===== config.mk =====
export PLATFORM = sky130hd
export DESIGN_NAME = alarm_sound_ctrl
export DESIGN_NICKNAME = d
export VERILOG_FILES = /design/src/rtl/alarm_clock_pkg.sv /design/src/rtl/alarm_time_cmp.sv /design/src/rtl/alarm_sound_ctrl.sv
export SDC_FILE = /design/constraint.sdc
export NUM_CORES = 1
export LEC_CHECK = 0
export ABC_AREA = 1
export CAP_MARGIN = 20
export CORE_MARGIN = 4
export CORE_UTILIZATION = 43
export CTS_CLUSTER_SIZE = 12
export DETAILED_ROUTE_END_ITERATION = 6
export HOLD_SLACK_MARGIN = 0.03
export PLACE_DENSITY_LB_ADDON = 0.25
export SYNTH_ARGS = -nofsm -noshare
export SYNTH_HDL_FRONTEND = slang
export SYNTH_SLANG_ARGS = --single-unit

===== constraint.sdc =====
create_clock -name clk -period 1.2 [get_ports clk]
set_clock_uncertainty 0.05 [all_clocks]
set_input_delay 0.24 -clock clk [delete_from_list [all_inputs] [get_ports clk]]
set_output_delay 0.24 -clock clk [all_outputs]
set_load 0.01 [all_outputs]

===== src/rtl/alarm_clock_pkg.sv =====
// Shared alarm clock definitions: alarm FSM state encoding and default timing constants.
package alarm_clock_pkg;

  typedef enum logic [2:0] {
    ST_IDLE    = 3'd0,
    ST_ARMED   = 3'd1,
    ST_RINGING = 3'd2,
    ST_SNOOZE  = 3'd3,
    ST_DONE    = 3'd4
  } alarm_state_t;

  localparam int SNOOZE_MIN_DEF   = 5;
  localparam int RING_MAX_MIN_DEF = 10;
  localparam int MAX_SNOOZE_DEF   = 3;

endpackage


===== src/rtl/alarm_time_cmp.sv =====
// Combinational compare of the BCD current time against the BCD alarm time.
module alarm_time_cmp (
  input  logic [3:0] cur_ms_hr,
  input  logic [3:0] cur_ls_hr,
  input  logic [3:0] cur_ms_min,
  input  logic [3:0] cur_ls_min,
  input  logic [3:0] alm_ms_hr,
  input  logic [3:0] alm_ls_hr,
  input  logic [3:0] alm_ms_min,
  input  logic [3:0] alm_ls_min,
  output logic       match
);

  // All four digits must agree; no BCD validity checking is done here.
  assign match = (cur_ms_hr  == alm_ms_hr)  &&
                 (cur_ls_hr  == alm_ls_hr)  &&
                 (cur_ms_min == alm_ms_min) &&
                 (cur_ls_min == alm_ls_min);

endmodule


===== src/rtl/alarm_sound_ctrl.sv =====
// Alarm sound controller: arms on enable, rings on time match, handles snooze,
// stop and auto-silence, and waits for the matching minute to pass before re-arming.
module alarm_sound_ctrl
  import alarm_clock_pkg::*;
#(
  parameter int SNOOZE_MIN   = SNOOZE_MIN_DEF,
  parameter int RING_MAX_MIN = RING_MAX_MIN_DEF,
  parameter int MAX_SNOOZE   = MAX_SNOOZE_DEF
) (
  input  logic       clk,
  input  logic       reset,
  input  logic       one_minute,
  input  logic [3:0] current_time_ms_hr,
  input  logic [3:0] current_time_ls_hr,
  input  logic [3:0] current_time_ms_min,
  input  logic [3:0] current_time_ls_min,
  input  logic [3:0] alarm_time_ms_hr,
  input  logic [3:0] alarm_time_ls_hr,
  input  logic [3:0] alarm_time_ms_min,
  input  logic [3:0] alarm_time_ls_min,
  input  logic       alarm_en,
  input  logic       snooze,
  input  logic       stop,
  output logic       sound_alarm,
  output logic       snoozing
);

  // Ring counter value on which the next minute pulse ends ringing.
  localparam logic [3:0] RING_LAST = 4'(RING_MAX_MIN - 1);
  localparam logic [3:0] SNZ_LOAD  = 4'(SNOOZE_MIN);
  localparam logic [1:0] SNZ_LIMIT = 2'(MAX_SNOOZE);

  alarm_state_t r_state;
  logic [3:0]   r_ring_cnt;
  logic [3:0]   r_snz_tmr;
  logic [1:0]   r_snz_cnt;
  logic         w_match;
  logic         w_snz_ok;

  alarm_time_cmp u_cmp (
    .cur_ms_hr  (current_time_ms_hr),
    .cur_ls_hr  (current_time_ls_hr),
    .cur_ms_min (current_time_ms_min),
    .cur_ls_min (current_time_ls_min),
    .alm_ms_hr  (alarm_time_ms_hr),
    .alm_ls_hr  (alarm_time_ls_hr),
    .alm_ms_min (alarm_time_ms_min),
    .alm_ls_min (alarm_time_ls_min),
    .match      (w_match)
  );

  // A snooze press only counts while snoozes remain; otherwise it is as if absent.
  assign w_snz_ok = snooze && (r_snz_cnt < SNZ_LIMIT);

  // Alarm FSM with its ring, snooze-timer and snooze-count registers.
  always_ff @(posedge clk or posedge reset) begin
    if (reset) begin
      r_state    <= ST_IDLE;
      r_ring_cnt <= '0;
      r_snz_tmr  <= '0;
      r_snz_cnt  <= '0;
    end else if (!alarm_en) begin
      r_state    <= ST_IDLE;
      r_ring_cnt <= '0;
      r_snz_tmr  <= '0;
      r_snz_cnt  <= '0;
    end else begin
      case (r_state)
        ST_IDLE: r_state <= ST_ARMED;
        ST_ARMED: begin
          if (w_match) begin
            r_state    <= ST_RINGING;
            r_ring_cnt <= '0;
            r_snz_cnt  <= '0;
          end
        end
        ST_RINGING: begin
          // stop beats snooze, and an accepted snooze swallows the minute pulse
          if (stop) begin
            r_state <= ST_DONE;
          end else if (w_snz_ok) begin
            r_state   <= ST_SNOOZE;
            r_snz_tmr <= SNZ_LOAD;
            r_snz_cnt <= r_snz_cnt + 2'd1;
          end else if (one_minute) begin
            if (r_ring_cnt == RING_LAST) r_state <= ST_DONE;
            else                         r_ring_cnt <= r_ring_cnt + 4'd1;
          end
        end
        ST_SNOOZE: begin
          if (stop) begin
            r_state <= ST_DONE;
          end else if (one_minute) begin
            r_snz_tmr <= r_snz_tmr - 4'd1;
            if (r_snz_tmr == 4'd1) begin
              r_state    <= ST_RINGING;
              r_ring_cnt <= '0;
            end
          end
        end
        ST_DONE: begin
          // hold until the alarm minute has passed so ringing cannot retrigger
          if (!w_match) r_state <= ST_ARMED;
        end
        default: r_state <= ST_IDLE;
      endcase
    end
  end

  assign sound_alarm = (r_state == ST_RINGING);
  assign snoozing    = (r_state == ST_SNOOZE);

endmodule

==> impl_metrics.py <==
metrics = {
    "global_route": {
        "grt_pass1_wl_um": 5499,
        "grt_max_degree": 14,
        "grt_usage": 0.1657,
        "grt_pass1_vias": 1349,
        "grt-ovfl-total": 0,
        "antenna_found_initial": 0,
    },
    "floorplan": {
        "start_util": 0.4430,
        "ioPinCount": 40,
        "num_rows": 20,
        "die_x_um": 63.85,
        "core_sq_um": 3028,
        "die_y_um": 63.85,
        "fp.dieArea_sq_um": 4077,
    },
    "cells_and_area": {
        "layoutNonFillerInstCount": 338,
        "fin_area_sq_um": 2183,
        "areaGrowthSynthToFinish_pct": 62.78,
        "fin_nets": 338,
        "antenna_cells": 0,
        "drive_gt1_frac": 0.2857,
    },
    "setup_path": {
        "crit_chain": "inv_2 > nand2_4 > nor2_4 > buf_6 > nand3_2 > a21oi_2 > inv_1 > nand2_2 > nor2_2 > nand2_1 > nand2_1",
        "crit_start": "r_state[2]",
        "startpoint_type": "flip-flop",
        "worstSetupPathType": "flip-flop to flip-flop",
        "cp_max_fo": 4,
        "crit_path_top_delay_cell": "dfrtp_1",
        "cp.arrival_ns": 1.65,
        "cp-end-kind": "flip-flop",
        "max_stage_delay_ns": 0.39,
        "r2r-end": "r_state[0]",
        "reg2reg_depth": 11,
        "required_ns": 1.32,
        "r2r-start": "r_state[2]",
        "r2r_slack_ns": -0.33,
        "cpMostUsedCell": "nand2_1",
    },
    "synthesis": {
        "synth.avg_cell_area_sq_um": 6.042,
        "synthesis.nets": 265,
        "synth-seq-area-share": 0.2425,
        "syn-instance-count": 222,
        "synth-simple-area-share": 0.4534,
        "ys_seq_elements": 13,
        "synth_top_family_by_area": "simple AND/OR/NAND/NOR gates",
        "synth_area_sq_um": 1341,
        "synth_cell_types": 30,
        "synth_fa_ha_area_frac": 0.04664,
        "synth-compound-area-share": 0.09515,
        "synth_xor_area_frac": 0.02612,
        "synthMuxAreaShare": 0,
        "yosysWarningCount": 0,
    },
    "routing": {
        "drt-wirelength-per-cell_um": 9.751,
        "wl_um": 3296,
        "postRouteAntennaNets": 0,
        "dr.pass1.iters": 4,
        "first_iter_violations": 69,
        "viasPerCell": 4.485,
        "vias": 1516,
        "drc": 0,
    },
    "timing": {
        "setup_viol": 15,
        "finalCriticalPeriod_ns": 1.535,
        "slew_headroom": 0.6570,
        "timing.fmax_ghz": 0.6515,
        "period_share": 1.279,
        "hold_viol_final": 0,
        "rsz0062_at_grt": "true",
        "drv_slew": 0,
        "worstMarginPinSlew_ns": 0.5016,
        "layout_setup_ws_ns": -0.3349,
        "whs_ns": 0.1968,
    },
    "placement": {
        "port_buffers": 39,
        "hpwl_um": 2496,
        "dp.cells": 329,
        "dpl-instance-area_sq_um": 1984,
        "gp_congestion": 0.8580,
    },
    "hold_path": {
        "hold_class": "primary input to async pin",
    },
    "run_status": {
        "outcome": "finished with violations",
        "violations": "negative setup slack",
    },
    "power_and_ir_drop": {
        "p_switching_mw": 1.138,
        "p_per_area_nw_per_um2": 1223,
        "pwr-share-seq": 0.241,
        "pwr-share-clk": 0.104,
        "intPower_mw": 1.532,
        "vdd_drop_max_v": 0.0008341,
        "pwr-share-comb": 0.655,
        "leakagePower_nw": 1.154,
        "power.total_mw": 2.670,
        "swShare": 0.4261,
    },
    "clock_network": {
        "cts_buffers": 3,
        "ctsHoldBuffers": 0,
        "cts_root_buf": "clkbuf_4",
        "cts.sinks": 13,
        "clockBufferDepth": 2,
        "cts_tree": "built",
        "clkTransAtPathRegs_ns": 0.09,
        "cts_max_level": 1,
        "clock_latency_ns": 0.28,
    },
    "job": {
        "cap_violations": 0,
    },
}
## synth_stat cells
master	number	area [sq um]
o211ai_4	1	21.27
ha_1	5	62.56
nand2_2	4	25.02
nor2_1	31	116.4
nand2_4	1	11.26
a21oi_2	1	8.760
a21oi_1	2	10.01
a2111oi_0	1	8.760
nor2_2	4	25.02
nand2_1	76	285.3
inv_4	1	6.260
o21ai_1	7	35.03
o21ai_0	6	30.03
nor3b_1	1	7.510
nor3_2	2	20.02
o31ai_1	1	7.510
xor2_1	3	26.28
nor3_4	1	16.27
nor3_1	2	10.01
nor2_8	1	20.02
buf_6	1	11.26
a31oi_1	1	6.260
nor2_4	2	22.52
inv_2	4	15.01
nand3b_1	1	7.510
dfrtp_1	13	325.3
nand4_1	1	6.260
xnor2_1	1	8.760
nand3_1	7	35.03
inv_1	40	150.1
## cells by family (layout without fill, tap and decap cells)
kind of cell,Yosys count,in the layout
adders and majority gates,5,5
xor gates and xnor gates,4,4
buffers and inverters,46,118
DFF,13,13
and+or+nand+nor,134,134
AOI/OAI and AO/OA,20,20
## power groups by stage
stage / combinational, mW / clock [mW] / sequential [mW]
2_1_floorplan: 0.817 / 0 / 0.644
3_3_place_gp: 1.40 / 0 / 0.641
3_5_place_dp: 1.41 / 0 / 0.645
4_1_cts: 1.57 / 0.286 / 0.635
5_1_grt: 1.92 / 0.306 / 0.657
6_report: 1.75 / 0.278 / 0.644
## area by class of cell
type	count	area, sq um
Clock buffer	4	26.28
Fill cell	261	844.6
Sequential cell	13	326.6
Timing Repair Buffer	69	655.6
Multi-Input combinational cell	163	948.4
Tap cell	44	55.05
Inverter	45	171.4
## placed cells by master (no fill, tap or decap), drive strengths merged
cell type      count
nand2             81
inv               45
nor2              38
clkdlybuf4s50     32
buf               32
dfrtp             13
o21ai             13
nand3              7
ha                 5
nor3               5
dlygate4sd2        4
clkbuf             4
xor2               3
a21oi              3
nand4              1
a31oi              1
nand3b             1
o31ai              1
o211ai             1
xnor2              1
nor3b              1
a2111oi            1
dlymetal6s2s       1
## state kept, by name, summed over array words and instances, names as in the netlist
name,cells
r_snz_tmr,4
r_snz_cnt,2
r_state,3
r_ring_cnt,4
## critical path, delay by kind of cell (launching register included)
kind	cells	cell delay (ns)
AO/OA/AOI/OAI	1	0.20
buffers and inverters	3	0.27
flip-flops	1	0.39
AND/OR/NAND/NOR	7	0.50
## worst max-delay path by stage
stage               slack [ns]            end
CTS                      -0.32     r_state[0]
floorplan                -0.17   r_snz_tmr[3]
detailed placement       -0.65     r_state[0]
global placement         -0.63     r_state[0]
global route             -0.41  r_ring_cnt[1]
finish                   -0.33     r_state[0]
## stage by stage
step | TNS [ns] | worst slack, ns | utilization
2_1_floorplan | -1.884 | -0.1683 | -
5_1_grt | -5.648 | -0.4115 | 0.7211
4_1_cts | -4.159 | -0.3186 | 0.6864
6_report | -4.131 | -0.3349 | 0.7211
3_5_place_dp | -8.130 | -0.6509 | 0.6554
3_3_place_gp | -7.756 | -0.6294 | 0.6554
## what timing repair did
| action | 4_1_cts | 5_1_grt |
|---|---|---|
| gates resized for setup | 30 | 22 |
| buffers inserted | 4 | 1 |
| endpoints found under the setup margin | 15 | 15 |
| pin swaps | 13 | 15 |
## layer usage
| metal | vias to the layer above | GRT usage | share of wire |
|---|---|---|---|
| met1 | 673 | 0.1996 | 0.42 |
| met2 | 33 | 0.3032 | 0.54 |
| li1 | 810 | - | - |
| met3 | 0 | 0.03515 | 0.046 |
| met5 | - | 0 | 0 |
| met4 | 0 | 0.02695 | 0 |
Power figures use the tool's default switching activity.
